$ cat config.mk
export PLATFORM = sky130hd
export DESIGN_NAME = fetch_pc
export DESIGN_NICKNAME = d
export VERILOG_FILES = /design/src/rtl/fetch_pc.sv
export SDC_FILE = /design/constraint.sdc
export NUM_CORES = 1
export LEC_CHECK = 0
export CORE_UTILIZATION = 37
export CTS_CLUSTER_DIAMETER = 80
export CTS_CLUSTER_SIZE = 14
export DETAILED_ROUTE_END_ITERATION = 7
export GPL_TIMING_DRIVEN = 0
export PLACE_DENSITY = 0.78
export SYNTH_ARGS = -nofsm -noshare
export SYNTH_HDL_FRONTEND = slang
export SYNTH_SLANG_ARGS = --single-unit
$ cat constraint.sdc
create_clock -name clk -period 1.9 [get_ports clk]
set_input_delay 0.19 -clock clk [delete_from_list [all_inputs] [get_ports clk]]
set_output_delay 0.19 -clock clk [all_outputs]
set_load 0.02 [all_outputs]
$ cat src/rtl/fetch_pc.sv
// Fetch program counter with trap/branch/return redirects, sequential advance,
// sticky overflow, alignment guard and an optional return-address stack.
// Optional feature macro: FETCH_PC_RAS_EN compiles in the return-address stack.
module fetch_pc #(
   parameter int              XLEN      = 32,
   parameter logic [XLEN-1:0] BASE_ADDR = XLEN'(32'h0000_0000),
   parameter logic [XLEN-1:0] MAX_ADDR  = XLEN'(32'h0000_FFFF),
   parameter int              INC       = 4,
   parameter int              RAS_DEPTH = 4
) (
   input  logic            clk,
   input  logic            rst,
   input  logic            clk_en,
   input  logic            trap,
   input  logic [XLEN-1:0] trap_vec,
   input  logic            load,
   input  logic [XLEN-1:0] loaded,
   input  logic            call,
   input  logic            ret,
   input  logic            pc_ready,
   output logic            pc_valid,
   output logic [XLEN-1:0] address,
   output logic            ovf,
   output logic            misalign,
   output logic            ras_empty
);

   localparam logic [XLEN-1:0] INC_X      = XLEN'(INC);
   localparam logic [XLEN-1:0] ALIGN_MASK = XLEN'(INC - 1);
   localparam logic [XLEN-1:0] SEQ_LIMIT  = MAX_ADDR - INC_X + XLEN'(1);

   logic            ras_has;
   logic [XLEN-1:0] ras_top;
   logic            redirect;
   logic [XLEN-1:0] target;
   logic            want_push;
   logic            want_pop;
   logic            target_bad;
   logic            ras_push;
   logic            ras_pop;

`ifdef FETCH_PC_RAS_EN
   localparam int PW = $clog2(RAS_DEPTH);
   localparam int CW = PW + 1;

   logic [XLEN-1:0] ras_mem [RAS_DEPTH];
   logic [PW-1:0]   ras_ptr;
   logic [CW-1:0]   ras_count;

   assign ras_has   = (ras_count != '0);
   assign ras_top   = ras_mem[ras_ptr - PW'(1)];
   assign ras_empty = ~ras_has;

   // Stack pointer and occupancy; a push onto a full stack overwrites the oldest entry
   always_ff @(posedge clk) begin
      if (rst) begin
         ras_ptr   <= '0;
         ras_count <= '0;
      end else if (clk_en) begin
         if (ras_push) begin
            ras_ptr <= ras_ptr + PW'(1);
            if (ras_count != CW'(RAS_DEPTH)) begin
               ras_count <= ras_count + CW'(1);
            end
         end else if (ras_pop) begin
            ras_ptr   <= ras_ptr - PW'(1);
            ras_count <= ras_count - CW'(1);
         end
      end
   end

   // Return-address storage, written at the current top on each accepted push
   always_ff @(posedge clk) begin
      if (!rst && clk_en && ras_push) begin
         ras_mem[ras_ptr] <= address + INC_X;
      end
   end
`else
   logic unused_ras;

   assign unused_ras = ^{call, ret};
   assign ras_has    = 1'b0;
   assign ras_top    = '0;
   assign ras_empty  = 1'b1;
`endif

   // Pick the winning redirect (trap > load > ret) and the stack action it implies
   always_comb begin
      redirect  = 1'b0;
      target    = '0;
      want_push = 1'b0;
      want_pop  = 1'b0;
      if (trap) begin
         redirect = 1'b1;
         target   = trap_vec;
      end else if (load) begin
         redirect = 1'b1;
         target   = loaded;
`ifdef FETCH_PC_RAS_EN
         want_push = call;
`endif
      end else if (ret && ras_has) begin
         redirect = 1'b1;
         target   = ras_top;
         want_pop = 1'b1;
      end
      target_bad = ((target & ALIGN_MASK) != '0);
      ras_push   = want_push & ~target_bad;
      ras_pop    = want_pop & ~target_bad;
   end

   // Address, valid, overflow and misalign state; misaligned targets are refused
   always_ff @(posedge clk) begin
      if (rst) begin
         address  <= BASE_ADDR;
         pc_valid <= 1'b1;
         ovf      <= 1'b0;
         misalign <= 1'b0;
      end else if (clk_en) begin
         misalign <= 1'b0;
         if (redirect) begin
            if (target_bad) begin
               misalign <= 1'b1;
            end else begin
               address <= target;
               if (target > MAX_ADDR) begin
                  ovf      <= 1'b1;
                  pc_valid <= 1'b0;
               end else begin
                  ovf      <= 1'b0;
                  pc_valid <= 1'b1;
               end
            end
         end else if (pc_valid && pc_ready) begin
            if (address < SEQ_LIMIT) begin
               address <= address + INC_X;
            end else begin
               ovf      <= 1'b1;
               pc_valid <= 1'b0;
            end
         end
      end
   end

endmodule

==> results of run 1 <==
==> sequential cells by signal, indices dropped and copies added, names as in the netlist <==
signal,count
ovf,1
pc_valid,1
address,32
misalign,1
==> synth_stat cells (5+ instances only) <==
master | instances | area, um^2
a21oi_1 | 20 | 100
nor2_1 | 30 | 113
dfxtp_1 | 35 | 701
nor3_1 | 13 | 65.1
xnor2_1 | 5 | 43.8
nand2_1 | 26 | 97.6
nand4_1 | 5 | 31.3
a211oi_1 | 12 | 90.1
nor4_1 | 10 | 62.6
o21ai_0 | 20 | 100
clkbuf_1 | 10 | 37.5
nand3_1 | 7 | 35.0
a22oi_1 | 14 | 105
o211ai_1 | 6 | 45.0
inv_1 | 7 | 26.3
a221oi_1 | 7 | 61.3
==> kinds of logic (layout without fill, tap and decap cells) <==
group / count (synthesis) / after routing / synth area share (%)
buffers and inverters: 27 / 148 / 6.07
muxes: 2 / 2 / 0.908
DFF: 35 / 35 / 31.8
AOI/OAI and AO/OA: 95 / 95 / 30.0
other: 1 / 1 / 0.170
xor gates and xnor gates: 8 / 8 / 3.18
and+or+nand+nor: 117 / 117 / 27.3
adders and majority gates: 1 / 1 / 0.567
==> cell usage in the layout, fill, tap and decap left out, types with 8 or more instances in the layout <==
| cell type | synthesis | final |
|---|---|---|
| clkbuf_1 | 10 | 8 |
| clkdlybuf4s50_1 | 0 | 103 |
| o21ai_0 | 20 | 14 |
| a22oi_1 | 14 | 14 |
| nor2_1 | 30 | 29 |
| nor4_1 | 10 | 9 |
| buf_6 | 1 | 8 |
| dfxtp_1 | 35 | 27 |
| nand2_1 | 26 | 26 |
| a21oi_1 | 20 | 18 |
| nor3_1 | 13 | 13 |
==> where the power goes <==
group	leakage (nW)	switching [mW]	internal, mW	total [mW]
clock	0.0482	0.293	0.293	0.586
combinational	0.943	0.323	0.352	0.675
sequential	0.290	0.0639	0.780	0.844
total	1.28	0.680	1.42	2.10
==> worst max-delay path: stages (launching register included) <==
cell	delay [ns]
dfxtp_4	0.35
or4_4	0.54
nor4_4	0.20
and4_4	0.31
a31oi_4	0.18
buf_6	0.20
a221oi_2	0.17
nor3_1	0.06
==> final timing paths <==
check                end  slack [ns]        start  depth (start not counted)
max          address[19]       -0.26  address[25]                          7
min          address[26]        0.32          rst                          2
max reg2reg  address[19]       -0.26  address[25]                          7
min reg2reg   address[0]        0.48   address[0]                          1
==> what timing repair did <==
action / CTS / global route
buffers inserted: 8 / 1
pin swaps: 4 / 3
gates resized for setup: 18 / 17
cloned: 1 / 0
endpoints found under the setup margin: 33 / 32
==> final cells by class <==
class	instances	area (um^2)
tap	72	90.1
fill	475	1960
sequential	35	713
buffer	20	121
inverter	7	26.3
clock buffer	7	86.3
timing repair buffer	113	1120
clock inverter	1	5.00
multi-input combinational	224	1510
==> metal layers <==
metal  track usage, %  vias up  wire [um]
met5                0        -          0
met4             10.5        0        145
met3             5.86       15        741
met2             46.1      151       4090
met1             38.2     1367       3750
li1                 -     1322          -
==> through the flow <==
step | worst slack [ns] | total power [mW] | area (um^2)
after floorplan | -0.0343 | 1.15 | 2280
after global placement | -0.608 | 1.46 | 3400
after detailed placement | -0.628 | 1.47 | 3400
after CTS | -0.213 | 2.07 | 3610
after global routing | -0.324 | 2.19 | 3680
final | -0.264 | 2.10 | 3680
==> flow_summary_export.csv, run 1 <==
group,metric,value,unit
synth,syn_area_per_cell,7.71,um^2
timing,tightest_slew,0.697,ns
die,die_w,79.2,um
routing,totalWireLength,8.74,mm
die,start_util,39.1,%
placement,place.gp.congestion,0.911,
clock_tree,cts.htree.levels,2,
synth,mappedNetlistNets,359,
routing,vias,2855,
final_layout,fin_cells,479,
synth,synth-seq-area-share,31.8,%
timing,fin_crit_sh,114,%
synth,syn_inst,286,
critical_path,start_kind,"flip-flop",
final_layout,post-route-util,65.2,%
routing,drcViolationCount,0,
grt,antenna_found_initial,0,
clock_tree,hold_buffers,0,
timing,post-route-min-period,2.16,ns
critical_path,critPathRequiredTime,2.05,ns
grt,gr-total-overflow,0,
critical_path,critPathKind,"reg -> reg",
clock_tree,clk_latency,0.31,ns
grt,grt_max_degree,12,
routing,wire_per_inst,18.2,um
final_layout,final_nets,479,
clock_tree,cts_max_path_buffers,2,
placement,port_buffers,103,
clock_tree,cts.sinks,35,
die,die_h,79.2,um
min_path,hold_class,"in -> reg",
critical_path,endpoint_kind,"flip-flop",
routing,dr.pass1.iters,5,
die,dieArea,0.00627,mm^2
routing,routed_via_density,5.96,
critical_path,crit_fanout,6,
critical_path,crit_arrival,2.32,ns
power_and_ir_drop,p_per_area,572,mW/mm^2
synth,synth-edff-count,0,
placement,place_inst,461,
timing,slew_viol_final,0,
grt,grt_pass1_vias,2757,
final_layout,layout-drive-gt1-share,16.5,%
die,rows,27,
synth,synth_area,0.00221,mm^2
timing,grt_setup_unrepaired,"yes",
timing,fmax,462,MHz
run_status,status,"finished, violations left",
power_and_ir_drop,vdd_drop_max,0.283,mV
grt,grt_pass1_wl,13.9,mm
timing,setup_ws,-0.264,ns
synth,synthArstFlopShare,0,%
clock_tree,cts_tree,"built",
grt,grt_util_all_layers,28.9,%
synth,synth_cell_types,50,
routing,first_iter_violations,201,
synth,ys_ff_latch,35,
synth,synthFlopType,"dfxtp_1",
routing,ant_nets,0,
clock_tree,cts_inserted_buffers,5,
final_layout,area_growth,66.7,%
power_and_ir_drop,power_leakage,1.28,nW
placement,dp_hpwl,6.36,mm
timing,hold_viol,0,
flow_run,drv_cap,0,
synth,ys.warnings.count,0,
timing,fin_setup_tns,-5.97,ns
timing,setup_violations,31,
timing,fin_skew,0.0144,ns
clock_tree,clockRootBuffer,"clkbuf_8",
run_status,violations,"negative setup slack",
die,ioPinCount,108,
die,core,0.00564,mm^2
clock_tree,clkTransAtPathRegs,0.08,ns
timing,slew_headroom,53.5,%
final_layout,antenna_cells,0,
timing,holdWs,0.321,ns
No activity file was read; power rests on OpenSTA's default activity.
==> run 2, diff against run 1 <==
--- a/config.mk
+++ b/config.mk
@@ -5,6 +5,7 @@
 export SDC_FILE = /design/constraint.sdc
 export NUM_CORES = 1
 export LEC_CHECK = 0
+export CORE_MARGIN = 8
 export CORE_UTILIZATION = 37
 export CTS_CLUSTER_DIAMETER = 80
 export CTS_CLUSTER_SIZE = 14
==> run 2 against run 1 <==
  * The flow still finishes with violations (negative setup slack)
  * Register-to-register slack improved by 0.04 ns
  * Wire length rose by 12%
  * Non-clock buffer count rose by 2
  * Setup slack improved by 0.037 ns
  * Combinational power rose by 5.2%
  * Power rose by 6.0%
  * Critical endpoint is now address[15]
==> flow_summary_export.csv, run 2 (synthesis gave the netlist of run 1 again) <==
group,metric,value,unit
critical_path,start_kind,"flip-flop",
routing,ant_nets,0,
die,ioPinCount,108,
grt,antenna_found_initial,0,
final_layout,layout_common_cells,"clkdlybuf4s50_1, dfxtp_1, nand2_1, nor2_1",
timing,fmax,470,MHz
critical_path,r2r-start,"address[25]",
run_status,status,"finished, violations left",
grt,grt_util_all_layers,21.0,%
critical_path,crit_fanout,5,
timing,setup_ws,-0.227,ns
power_and_ir_drop,p_int,1.54,mW
timing,slew_viol_final,0,
routing,first_iter_violations,351,
timing,tightest_slew,0.696,ns
die,core,0.00585,mm^2
critical_path,worstPathCellList,"or4_4, nor4_4, and4_4, a31oi_4, buf_4, o21ai_0, a21oi_1",
final_layout,final_common_cell,"clkdlybuf4s50_1",
timing,fin_skew,0.00786,ns
min_path,hold_depth,2,
critical_path,rr_endpoint,"address[15]",
final_layout,layout-drive-gt1-share,19.0,%
power_and_ir_drop,p_per_area,588,mW/mm^2
grt,grt_pass1_wl,14.5,mm
placement,place.gp.congestion,0.929,
timing,slew_headroom,53.6,%
final_layout,antenna_cells,0,
clock_tree,cts.htree.levels,2,
die,die_h,93.2,um
final_layout,final_nets,482,
power_and_ir_drop,vdd_drop_max,0.354,mV
clock_tree,clk_latency,0.29,ns
critical_path,cpLargestDelayFamily,"simple AND/OR/NAND/NOR gates",
power_and_ir_drop,seqPwrFrac,38.0,%
critical_path,max_stage_delay,0.54,ns
min_path,hold_class,"in -> reg",
power_and_ir_drop,power_leakage,1.32,nW
timing,hold_viol,0,
clock_tree,cts_inserted_buffers,5,
run_status,violations,"negative setup slack",
min_path,hold_start,"rst",
timing,fin_setup_tns,-5.39,ns
routing,totalWireLength,9.80,mm
power_and_ir_drop,switching_share,31.1,%
power_and_ir_drop,power,2.23,mW
placement,dp_hpwl,6.99,mm
die,dieArea,0.00869,mm^2
placement,placed_area,0.00340,mm^2
timing,setup_violations,32,
timing,post-route-min-period,2.13,ns
routing,routed_via_density,6.12,
min_path,holdPathEnd,"address[26]",
critical_path,crit_arrival,2.28,ns
timing,fin_crit_sh,112,%
grt,gr-total-overflow,0,
final_layout,top_register,"address",
die,die_w,93.2,um
clock_tree,clockRootBuffer,"clkbuf_8",
routing,wire_per_inst,20.2,um
routing,dr.pass1.iters,6,
final_layout,largest_register_ffs,32,
grt,grt_max_degree,12,
critical_path,critPathRequiredTime,2.05,ns
clock_tree,cts_max_path_buffers,2,
routing,vias,2970,
timing,grt_setup_unrepaired,"yes",
final_layout,finish.instance_area,0.00379,mm^2
power_and_ir_drop,clockPowerShare,30.2,%
critical_path,ff2ff_setup_slack,-0.23,ns
clock_tree,clkTransAtPathRegs,0.08,ns
die,rows,28,
grt,grt_pass1_vias,2777,
clock_tree,cts_tree,"built",
routing,drcViolationCount,0,
critical_path,endpoint_kind,"flip-flop",
critical_path,critPathKind,"reg -> reg",
critical_path,rr_worst_depth,7,
power_and_ir_drop,power_frac_comb,31.8,%
timing,holdWs,0.319,ns
die,start_util,37.7,%
placement,port_buffers,103,
final_layout,area_growth,71.9,%
critical_path,cp_slowest_cell,"or4_4",
power_and_ir_drop,power.switching,0.693,mW
critical_path,path_buf_inv,1,
flow_run,drv_cap,0,
clock_tree,cts.sinks,35,
-- run 2: cell count changes in the layout (fill, tap and decap cells not counted), moves of 4 or more --
cell | previous run | this run
nor2_1 | 29 | 24
nor2_2 | 0 | 5
buf_6 | 8 | 2
buf_4 | 7 | 11
-- run 2: layer usage --
layer  up-vias  global-route usage [%]  wire length, um
li1       1334                       -                -
met1      1406                    27.3             3970
met2       201                    32.8             4620
met3        29                    5.45              930
met4         0                    7.25              276
met5         -                       0                0
-- run 2: power groups by stage --
stage	combinational (mW)	clock, mW	sequential (mW)
global route	0.752	0.711	0.853
floorplan	0.250	0	0.896
finish	0.710	0.674	0.847
global placement	0.610	0	0.854
CTS	0.653	0.673	0.842
detailed placement	0.618	0	0.856
-- run 2: worst max-delay path by stage --
stage / start / to / depth (start not counted)
after global routing: trap / address[21] / 8
after CTS: address[25] / address[25] / 7
after floorplan: address[25] / address[27] / 7
after global placement: trap / address[25] / 8
after detailed placement: trap / address[25] / 8
final: address[25] / address[15] / 7
-- run 2: timing repair --
action                                  CTS  global route
resized for setup                        17            26
pin swaps                                 4            10
endpoints found under the setup margin   33            32
hold buffers                              0             0
buffers inserted                          5             6
cloned                                    1             1
-- run 2: layout make-up --
| class | count | area [um^2] |
|---|---|---|
| fill | 493 | 2060 |
| multi-input combinational | 225 | 1570 |
| timing repair buffer | 115 | 1150 |
| sequential | 35 | 718 |
| buffer | 20 | 133 |
| tap | 75 | 93.8 |
| clock buffer | 7 | 76.3 |
| clock inverter | 1 | 30.0 |
| inverter | 7 | 26.3 |
-- run 2: stage by stage --
stage | setup slack [ns] | std cells | util [%]
global placement | -0.614 | 464 | 58.2
floorplan | -0.0343 | 286 | -
finish | -0.227 | 485 | 64.8
global route | -0.341 | 485 | 64.8
CTS | -0.208 | 478 | 61.8
detailed placement | -0.642 | 464 | 58.2
